--- src/rtl/tx_msg_table.sv ---
// tx_msg_table: endpoint message table in front of the TX packet FSM.
// Software programs per-slot start addresses, then writes a send mask; the
// table round-robin arbitrates pending slots, launches one trigger_send pulse
// per packet and retires the slot on tx_done.
// Optional feature macro: TX_MSG_TABLE_IRQ_EN (IRQ_MASK register + done_irq).

// Per-slot state: pending / in-flight flags plus the start-address register.
module tx_msg_slot (
  input  logic        clk,
  input  logic        n_rst,
  input  logic        set_pend,
  input  logic        grant,
  input  logic        retire,
  input  logic        addr_we,
  input  logic [31:0] wdata,
  output logic        pend,
  output logic        infl,
  output logic [31:0] start_addr
);
  // FREE -> PENDING -> IN_FLIGHT -> FREE; the parent only raises set_pend and
  // addr_we on a FREE slot, and grant only on a PENDING one.
  always_ff @(posedge clk) begin
    if (!n_rst) begin
      pend       <= 1'b0;
      infl       <= 1'b0;
      start_addr <= '0;
    end else begin
      if (set_pend) pend <= 1'b1;
      if (grant) begin
        pend <= 1'b0;
        infl <= 1'b1;
      end
      if (retire)  infl       <= 1'b0;
      if (addr_we) start_addr <= wdata;
    end
  end
endmodule

module tx_msg_table #(
  parameter int          NUM_MSGS      = 4,
  parameter logic [31:0] TX_SEND_ADDR  = 32'h1004,
  parameter logic [31:0] PKT_ADDR_BASE = 32'h1010
) (
  input  logic                     clk,
  input  logic                     n_rst,
  input  logic                     wen,
  input  logic                     ren,
  input  logic [31:0]              addr,
  input  logic [31:0]              wdata,
  output logic [31:0]              rdata,
  output logic                     request_stall,
  output logic [NUM_MSGS-1:0]      trigger_send,
  output logic [NUM_MSGS*32-1:0]   pkt_start_addr,
  input  logic                     tx_idle,
`ifdef TX_MSG_TABLE_IRQ_EN
  output logic                     done_irq,
`endif
  input  logic                     tx_done
);
  localparam int PW = (NUM_MSGS > 1) ? $clog2(NUM_MSGS) : 1;

  logic [NUM_MSGS-1:0]       pend, infl, busy, free, mask;
  logic [NUM_MSGS-1:0]       set_pend, slot_sel, slot_we, grant_oh, retire, w1c, done_q;
  logic [NUM_MSGS-1:0][31:0] slot_addr;
  logic                      send_wr, done_wr, grant_en, err_q, err_set, err_clr;
  logic [PW-1:0]             rr_ptr, rr_next;
  logic                      unused_ren;

  assign unused_ren    = ren;        // reads are side-effect free
  assign request_stall = 1'b0;

  assign send_wr  = wen && (addr == TX_SEND_ADDR);
  assign done_wr  = wen && (addr == TX_SEND_ADDR + 32'd4);
  assign mask     = wdata[NUM_MSGS-1:0];
  assign busy     = pend | infl;
  assign free     = ~busy;
  // A slot retiring this cycle still counts as busy, so a same-cycle send to it is rejected.
  assign set_pend = send_wr ? (mask & free) : '0;
  assign slot_we  = wen ? (slot_sel & free) : '0;
  assign err_set  = (send_wr && |(mask & busy)) || (wen && |(slot_sel & busy));
  assign err_clr  = send_wr && wdata[31];
  assign w1c      = done_wr ? mask : '0;
  assign retire   = tx_done ? infl : '0;
  // Requiring nothing in flight also blocks a grant in the tx_done cycle.
  assign grant_en = tx_idle && !(|infl) && (|pend);

  assign trigger_send   = grant_oh;
  assign pkt_start_addr = slot_addr;

  for (genvar i = 0; i < NUM_MSGS; i++) begin : g_slot
    assign slot_sel[i] = (addr == PKT_ADDR_BASE + 32'(4 * i));
    tx_msg_slot u_slot (
      .clk        (clk),
      .n_rst      (n_rst),
      .set_pend   (set_pend[i]),
      .grant      (grant_oh[i]),
      .retire     (retire[i]),
      .addr_we    (slot_we[i]),
      .wdata      (wdata),
      .pend       (pend[i]),
      .infl       (infl[i]),
      .start_addr (slot_addr[i])
    );
  end

  // Round-robin pick: first pending slot at or above rr_ptr, wrapping.
  always_comb begin
    logic found;
    grant_oh = '0;
    rr_next  = rr_ptr;
    found    = 1'b0;
    for (int k = 0; k < NUM_MSGS; k++) begin
      int idx;
      idx = int'(rr_ptr) + k;
      if (idx >= NUM_MSGS) idx = idx - NUM_MSGS;
      if (!found && grant_en && pend[idx]) begin
        found         = 1'b1;
        grant_oh[idx] = 1'b1;
        rr_next       = (idx == NUM_MSGS - 1) ? '0 : PW'(idx + 1);
      end
    end
  end

  // Shared state: rr pointer, sticky done mask (set beats W1C), sticky err.
  always_ff @(posedge clk) begin
    if (!n_rst) begin
      rr_ptr <= '0;
      done_q <= '0;
      err_q  <= 1'b0;
    end else begin
      if (|grant_oh) rr_ptr <= rr_next;
      done_q <= (done_q & ~w1c) | retire;
      err_q  <= (err_q & ~err_clr) | err_set;
    end
  end

`ifdef TX_MSG_TABLE_IRQ_EN
  logic [31:0] irq_mask;
  // IRQ mask register and registered completion interrupt.
  always_ff @(posedge clk) begin
    if (!n_rst) begin
      irq_mask <= '0;
      done_irq <= 1'b0;
    end else begin
      if (wen && (addr == TX_SEND_ADDR + 32'd8)) irq_mask <= wdata;
      done_irq <= |(done_q & irq_mask[NUM_MSGS-1:0]);
    end
  end
`endif

  // Combinational read mux; unmapped addresses return 0.
  always_comb begin
    rdata = '0;
    if (addr == TX_SEND_ADDR) begin
      rdata[NUM_MSGS-1:0]          = busy;
      rdata[2*NUM_MSGS-1:NUM_MSGS] = infl;
      rdata[31]                    = err_q;
    end else if (addr == TX_SEND_ADDR + 32'd4) begin
      rdata[NUM_MSGS-1:0] = done_q;
`ifdef TX_MSG_TABLE_IRQ_EN
    end else if (addr == TX_SEND_ADDR + 32'd8) begin
      rdata = irq_mask;
`endif
    end else begin
      for (int i = 0; i < NUM_MSGS; i++)
        if (slot_sel[i]) rdata = slot_addr[i];
    end
  end
endmodule
--- config.mk ---
export PLATFORM = sky130hd
export DESIGN_NAME = tx_msg_table
export DESIGN_NICKNAME = d
export VERILOG_FILES = /design/src/rtl/tx_msg_table.sv
export SDC_FILE = /design/constraint.sdc
export NUM_CORES = 1
export LEC_CHECK = 0
export ABC_CLOCK_PERIOD_IN_PS = 7800
export BUFFER_PORTS_ARGS = -buffer_cell sky130_fd_sc_hd__buf_2
export CAP_MARGIN = 40
export CORE_MARGIN = 2
export CORE_UTILIZATION = 48
export DETAILED_ROUTE_END_ITERATION = 10
export GPL_TIMING_DRIVEN = 0
export PLACE_DENSITY = 0.77
export SLEW_MARGIN = 20
export SYNTH_ARGS = -nofsm -noshare
export SYNTH_HDL_FRONTEND = slang
export SYNTH_SLANG_ARGS = --single-unit
--- constraint.sdc ---
create_clock -name clk -period 7.8 [get_ports clk]
set_input_delay 0.39 -clock clk [delete_from_list [all_inputs] [get_ports clk]]
set_output_delay 0.39 -clock clk [all_outputs]
set_load 0.05 [all_outputs]
Word-level counts from Yosys, hierarchy flattened:

Index checks and enable logic that the tools add are counted.

* bits in registers: 143
* input port bits: 70
* output and inout port bits: 165
* word-level logic and storage cells: 154

* add/subtract/negate cells: 11
* order comparisons: 12
* eq/ne operators: 10
* mux-type cells: 52
* bitwise gates (word level): 16
* reduce and logical (&&, ||, !) cells: 38

Operator list (number)
* 2-to-1 mux 32 bit: 8
* equality test 32 x 13 -> 1 bit, second input constant: 6
* equality test 32 x 3 -> 1 bit, second input constant: 4
* greater-or-equal comparator 32 x 1 -> 1 bit, second input constant: 4
* < comparator 32 x 4 -> 1 bit, second input constant: 4
* 2-to-1 mux 4 bit: 9
* 2-to-1 mux 28 bit: 1
* 2-to-1 mux 23 bit: 1
* bitwise AND 4 bit: 5
* bitwise OR 4 bit: 5
* OR reduction 4 bit: 5
* logical AND 1 bit: 18
* 2-to-1 mux 1 bit: 16
* 2-to-1 mux 2 bit: 8
* OR reduction 2 bit: 8
* subtractor 3 x 3 -> 4 bit, second input constant: 3
* greater-or-equal comparator 3 bit, second input constant: 3
* adder 2 bit, second input constant: 4
* binary-select mux 1 bit (select 2 bit): 4
* demux 1 bit (select 2 bit): 4
* 2-to-1 mux 8 bit: 1
* NOT 4 bit: 2
* adder 2 x 2 -> 3 bit, second input constant: 2
* zero test 1 bit: 4
* 9 further kinds: 10

Longest topological paths before layout:

Gate-level depths: netlist (run 1).

* depth after elaboration: 21
* mapped depth: 11
* gate-level depth less buffers: 9

Hierarchy:

Synthesis (run 1) repeated with hierarchy kept, for this count alone.

* cell total of the unflattened synthesis: 693
* area total of the unflattened synthesis: 7116.8 µm²

By module, submodules not included
* tx_msg_slot: times used 4, cells an instance 109, area each 1306.3 µm², sequential area each 680.7 µm²
* tx_msg_table: times used 1, cells an instance 257, area each 1891.8 µm², sequential area each 140.1 µm²

Least setup slack after synthesis (run 1):

OpenSTA, ideal clock, no wires.

* path type: input -> output
* start: in addr[13]
* end: out rdata[2]
* data arrival time: 3.219 ns
* required time: 7.410 ns
* slack: 4.191 ns
* stages: 6
* buffers on the path: 1
* cell sequence: nor4b_1 nand4_1 nor4_1 clkbuf_1 nand2_1 a221oi_1

* longest elaborated chain between the ends: 7
* elaborated cells between the ends (all ways): 12
* those cells by class: 6 x eq/ne; 6 x mux

Ends and longest elaborated chain
* from (decl): RTL line 48 `input logic [31:0] addr,`
* equality test 32 x 13 -> 1 bit: RTL line 91 `assign slot_sel[i] = (addr == PKT_ADDR_BASE + 32'(4 * i));`
* 2-to-1 mux 32 bit (4 in a row): RTL line 166 `if (slot_sel[i]) rdata = slot_addr[i];`
* 2-to-1 mux 4 bit: RTL line 158 `end else if (addr == TX_SEND_ADDR + 32'd4) begin`
* 2-to-1 mux 8 bit (*): RTL line 154 `if (addr == TX_SEND_ADDR) begin`
* to (decl): RTL line 50 `output logic [31:0] rdata,`

Every way passes the cells marked *; elsewhere a longest branch is shown, timed or not.

Final worst setup path (run 1):

* start: in addr[25]
* end: out rdata[28]

* longest elaborated chain between the ends: 7
* elaborated cells between the ends (all ways): 12
* those cells by class: 6 x eq/ne; 6 x mux

Ends and longest elaborated chain (RTL line)
* equality test 32 x 13 -> 1 bit: 91
* 2-to-1 mux 32 bit (4 in a row): 166
* 2-to-1 mux 28 bit: 158
* 2-to-1 mux 23 bit (*): 154

Marks and branches as above.

==> results of run 1 <==
[final cells by class]
cell class / instances / area share [%]
inverter: 13 / 0.562
sequential: 143 / 33.0
tap: 180 / 2.60
clock inverter: 9 / 0.649
multi-input combinational: 619 / 40.7
clock buffer: 23 / 5.85
timing repair buffer: 230 / 13.2
buffer: 69 / 3.43
[state kept, by name, summed over array words and instances (netlist names)]
signal	cells
g_slot.u_slot.infl	4
err_q	1
done_q	4
g_slot.u_slot.pend	4
rr_ptr	2
g_slot.u_slot.start_addr	128
[critical path: stages]
cell and delay [ns]:
buf_2 0.09, nor4_1 0.42, nand4_1 0.34, nor2_1 0.42
and4_1 0.28, clkbuf_1 0.46, clkbuf_1 0.64, nand2_1 0.11
nand2_1 0.10, buf_2 0.27
[worst max-delay path by stage]
stage	start	to	slack, ns
after floorplan	addr[13]	rdata[2]	4.19
after global placement	addr[29]	rdata[31]	3.96
after detailed placement	addr[25]	rdata[28]	3.91
after CTS	addr[25]	rdata[28]	3.90
after global routing	addr[25]	rdata[28]	3.66
final	addr[25]	rdata[28]	3.87
[through the flow]
stage	cell area [µm²]	hold slack, ns	std cells
finish	8680	0.237	1286
global route	8680	0.241	1286
CTS	8680	0.226	1286
detailed placement	8110	0.456	1254
global placement	8100	0.452	1252
floorplan	6730	0.443	844
[power breakdown]
part / switching (mW) / total [mW] / internal, mW
clock: 0.316 / 0.772 / 0.456
combinational: 0.0335 / 0.0585 / 0.0250
sequential: 0.000000000106 / 0.730 / 0.730
[routing by layer]
| layer | track usage, % | wire length, µm | vias to the layer above |
|---|---|---|---|
| met5 | 0 | 0 | - |
| met4 | 13.3 | 652 | 0 |
| met3 | 8.22 | 2380 | 45 |
| met2 | 53.8 | 11600 | 405 |
| met1 | 41.0 | 9860 | 3515 |
| li1 | - | - | 3415 |
[cell families after synthesis]
group	Yosys count	synth area share (%)
and+or+nand+nor	395	24.9
AOI/OAI and AO/OA	213	24.9
DFF	143	42.5
buffers and inverters	82	5.15
adders and majority gates	6	1.12
muxes	4	1.34
other	1	0.0557
[layout by cell type, fill, tap and decap left out, types with 8 or more instances in the layout]
cell type  count
a221oi_1       8
a222oi_1      28
buf_2        238
a21boi_0      61
nor4_1         8
inv_1         13
dfxtp_1      143
clkbuf_16     17
nand3_1       11
clkbuf_1      53
a21boi_1      73
nor2_1         9
o21ai_0        9
nand2_1      331
==> results_dict.tcl, run 1 <==
set metrics [dict create \
    antenna_found_initial 0 \
    synth-async-reset-ratio_pct 0 \
    portBuffers 228 \
    hold_viol 0 \
    place_congestion 0.880 \
    report.power.total_mw 1.56 \
    num_rows 43 \
    leakage_nw 3.71 \
    cp_max_fo 10 \
    hpwlAfterDp_um 17300 \
    drtPass1Iterations 9 \
    cts_buffers 17 \
    r2r_setup_slack_ns 4.43 \
    grt.total_usage_pct 32.7 \
    worstPathArrival_ns 3.54 \
    cap_violations 0 \
    syn_nets 920 \
    synth_most_common_cell "nand2_1" \
    synth_top_flop_cell "dfxtp_1" \
    clkTransAtPathRegs_ns 0.06 \
    final-setup-viol-count 0 \
    required_ns 7.41 \
    reg2reg_to "rr_ptr[0]" \
    ys_seq_area_share_pct 42.5 \
    rsz0062_at_grt "no" \
    yosysWarnings 0 \
    start_util_pct 48.9 \
    fin_util_pct 63.0 \
    layout-drive-gt1-share_pct 26.4 \
    syn_inst 844 \
    synth_area_per_cell_um2 7.98 \
    fin_nets 1169 \
    outcome "complete, no violations" \
    viasPerCell 5.74 \
    die_h_um 122 \
    grt_max_degree 17 \
    synth_edf_count 0 \
    fin_crit_sh_pct 50.4 \
    synthTopCellsByCount "nand2_1, dfxtp_1, a21boi_1" \
    rr_worst_depth 11 \
    cts_buffer_depth 2 \
    synth_top_area_cell "dfxtp_1" \
    hold_path_class "primary input to flop" \
    cts_hold_buffers 0 \
    first_global_vias 6937 \
    via_count 7380 \
    htreeDepth 4 \
    ios 235 \
    synth.area.top_cells "dfxtp_1, nand2_1, a21boi_1, a21boi_0, a222oi_1" \
    core_area_mm2 0.0138 \
    multiInputGateArea_mm2 0.00353 \
    insertedDiodeCount 0 \
    ys_ff_latch 143 \
    end_kind "primary output" \
    grt_pass1_wl_um 37400 \
    r2r-start "rr_ptr[0]" \
    slew_headroom_pct 43.5 \
    drt-total-wl_um 24500 \
    fin_worst_skew_ns 0.00990 \
    netlist_area_mm2 0.00673 \
    setup.worst_path.class "primary input to primary output" \
    die_x_um 122 \
    grt-ovfl-total 0 \
    synth_top_area_share_pct 42.5 \
    worst_pin_slew_ns 0.847 \
    drtIter0Drc 739 \
    vdd_drop_max_uv 133 \
    clk-insertion-delay-late_ns 0.43 \
    cts_tree "built" \
    seq_area_mm2 0.00286 \
    fin_ws_ns 3.87 \
    hp-start "wdata[29]" \
    postCtsSetupBuffers 0 \
    ant_nets 0 \
    syn_to_final_growth_pct 28.9 \
    period_minus_slack_ns 3.93 \
    tns_ns 0 \
    clock-sinks 143 \
    dpl_worst_slack_ns 3.91 \
    slew_viol_final 0 \
    critPathLaunchType "primary input" \
    max_freq_ghz 0.254 \
    avgRoutedWirePerCell_um 19.0 \
    p_per_area_mw_per_mm2 180 \
    ctsRootBufferMaster "clkbuf_16" \
    holdPathStages 3 \
    hold_path_end "g_slot[3].u_slot.start_addr[29]" \
    dieArea_mm2 0.0150 \
    n_fill_cell 1281 \
    cts.repair.resized 0 \
    route.detailed.drc 0 \
    synth_cell_types 47 \
]
Note: power is estimated with default switching activity, not from simulation.
==> run 2: changes to the inputs <==
- ABC_CLOCK_PERIOD_IN_PS: 7800 -> 3600
- CORE_UTILIZATION: 48 -> 45
- PLACE_DENSITY: 0.77 -> 0.76
- clock period: 7.8 -> 3.6 ns (I/O delays scaled with it)
==> run 2 against run 1 <==
Against the previous run: critical path type unchanged; largest cell class unchanged; global-route usage is 3.1 points lower; combinational power is 120% higher; power is 120% higher.
==> results_dict.tcl, run 2 (synthesized netlist as in run 1, its figures left out) <==
set metrics [dict create \
    grt_max_degree 17 \
    viasPerCell 5.65 \
    cts_buffer_depth 2 \
    path_delay_family "simple AND/OR/NAND/NOR gates" \
    cts_hold_buffers 0 \
    final-setup-viol-count 0 \
    cts_buffers 17 \
    startpoint "addr[29]" \
    layout-drive-gt1-share_pct 26.6 \
    seq_area_mm2 0.00286 \
    met1_usage_pct 37.9 \
    worstPathArrival_ns 3.28 \
    hold_viol 0 \
    fin_crit_sh_pct 96.2 \
    tns_ns 0 \
    period_minus_slack_ns 3.46 \
    grt-ovfl-total 0 \
    required_ns 3.42 \
    fin_nets 1170 \
    place_congestion 0.905 \
    clkTransAtPathRegs_ns 0.06 \
    drtIter0Drc 721 \
    dieArea_mm2 0.0160 \
    outcome "complete, no violations" \
    leakage_nw 3.72 \
    syn_to_final_growth_pct 29.6 \
    fin_ws_ns 0.137 \
    via_count 7295 \
    ctsRootBufferMaster "clkbuf_16" \
    crit_buf_inv 4 \
    cap_violations 0 \
    slew_viol_final 0 \
    num_rows 44 \
    use_met3_pct 6.96 \
    slew_headroom_pct 41.6 \
    antenna_found_initial 0 \
    cpMaxStageDelayCell "clkbuf_1" \
    grt_pass1_wl_um 36800 \
    cts_tree "built" \
    setup.worst_path.class "primary input to primary output" \
    final_cell_mix "nand2_1, buf_2, dfxtp_1" \
    end_kind "primary output" \
    insertedDiodeCount 0 \
    route.detailed.drc 0 \
    clk-insertion-delay-late_ns 0.43 \
    hold_path_class "primary input to flop" \
    dpl_worst_slack_ns 0.121 \
    drtPass1Iterations 5 \
    n_fill_cell 1315 \
    hold_ws_ns 0.0244 \
    htreeDepth 4 \
    hp-start "wdata[28]" \
    r2r-start "rr_ptr[0]" \
    portBuffers 228 \
    core_area_mm2 0.0146 \
    vdd_drop_max_uv 337 \
    regMostFlops "g_slot.u_slot.start_addr" \
    ios 235 \
    avgRoutedWirePerCell_um 18.7 \
    gr-usage-met2_pct 48.7 \
    final_common_cell "nand2_1" \
    drt-total-wl_um 24100 \
    p_per_area_mw_per_mm2 398 \
    first_global_vias 6665 \
    slowest_delay_ns 0.63 \
    cp_cell_sequence "buf_2 > nor4_1 > nand4_1 > nor2_1 > and4_1 > clkbuf_1 > clkbuf_1 > nand2_1 > nand2_1 > buf_2" \
    grt.total_usage_pct 29.6 \
    largest_reg_flops 128 \
    ant_nets 0 \
    multiInputGateArea_mm2 0.00354 \
    start_util_pct 46.1 \
    clock-sinks 143 \
    hpwlAfterDp_um 17100 \
    max_freq_ghz 0.289 \
    report.power.total_mw 3.47 \
    busiest_layer "met2" \
    die_x_um 126 \
    fin_util_pct 59.8 \
    cp_max_fo 10 \
    die_h_um 126 \
    worst_pin_slew_ns 0.876 \
    fin_worst_skew_ns 0.0159 \
    critPathLaunchType "primary input" \
]
[run 2: routing by layer]
| metal | vias to the layer above | share of wire, % |
|---|---|---|
| met3 | 49 | 10 |
| met2 | 413 | 47 |
| met1 | 3413 | 40 |
| met5 | - | 0 |
| met4 | 0 | 2.8 |
| li1 | 3420 | - |
[run 2: through the flow]
| stage | std cells | area, µm² |
|---|---|---|
| 2_1_floorplan | 844 | 6730 |
| 3_3_place_gp | 1256 | 8100 |
| 3_5_place_dp | 1257 | 8120 |
| 4_1_cts | 1289 | 8700 |
| 5_1_grt | 1291 | 8730 |
| 6_report | 1291 | 8730 |
[run 2: final timing paths]
kind         depth (start not counted)  slack [ns]                              end
min                                  3        0.02  g_slot[0].u_slot.start_addr[28]
max                                 10        0.14                        rdata[15]
max reg2reg                         11        0.29                        rr_ptr[0]
min reg2reg                          2        0.46  g_slot[1].u_slot.start_addr[26]
[run 2: power breakdown]
group	switching [mW]	internal, mW	leakage, nW	total, mW
sequential	0.000000000221	1.58	1.15	1.58
combinational	0.0717	0.0542	2.28	0.126
clock	0.706	1.06	0.283	1.77
[run 2: timing repair]
action / 4_1_cts / 5_1_grt
endpoints found under the setup margin: 0 / 7
gates resized for setup: 0 / 4
setup buffers: 0 / 1
[run 2: cell type report]
cell class | count | area share (%)
Clock buffer | 20 | 5.23
Clock inverter | 12 | 1.52
Sequential cell | 143 | 32.8
Buffer | 69 | 3.43
Inverter | 13 | 0.559
Tap cell | 184 | 2.64
Multi-Input combinational cell | 619 | 40.5
Timing Repair Buffer | 231 | 13.3
[run 2: worst min-delay path, stage by stage]
cell	delay, ns
buf_2	0.12
nand2_1	0.05
a21boi_1	0.05
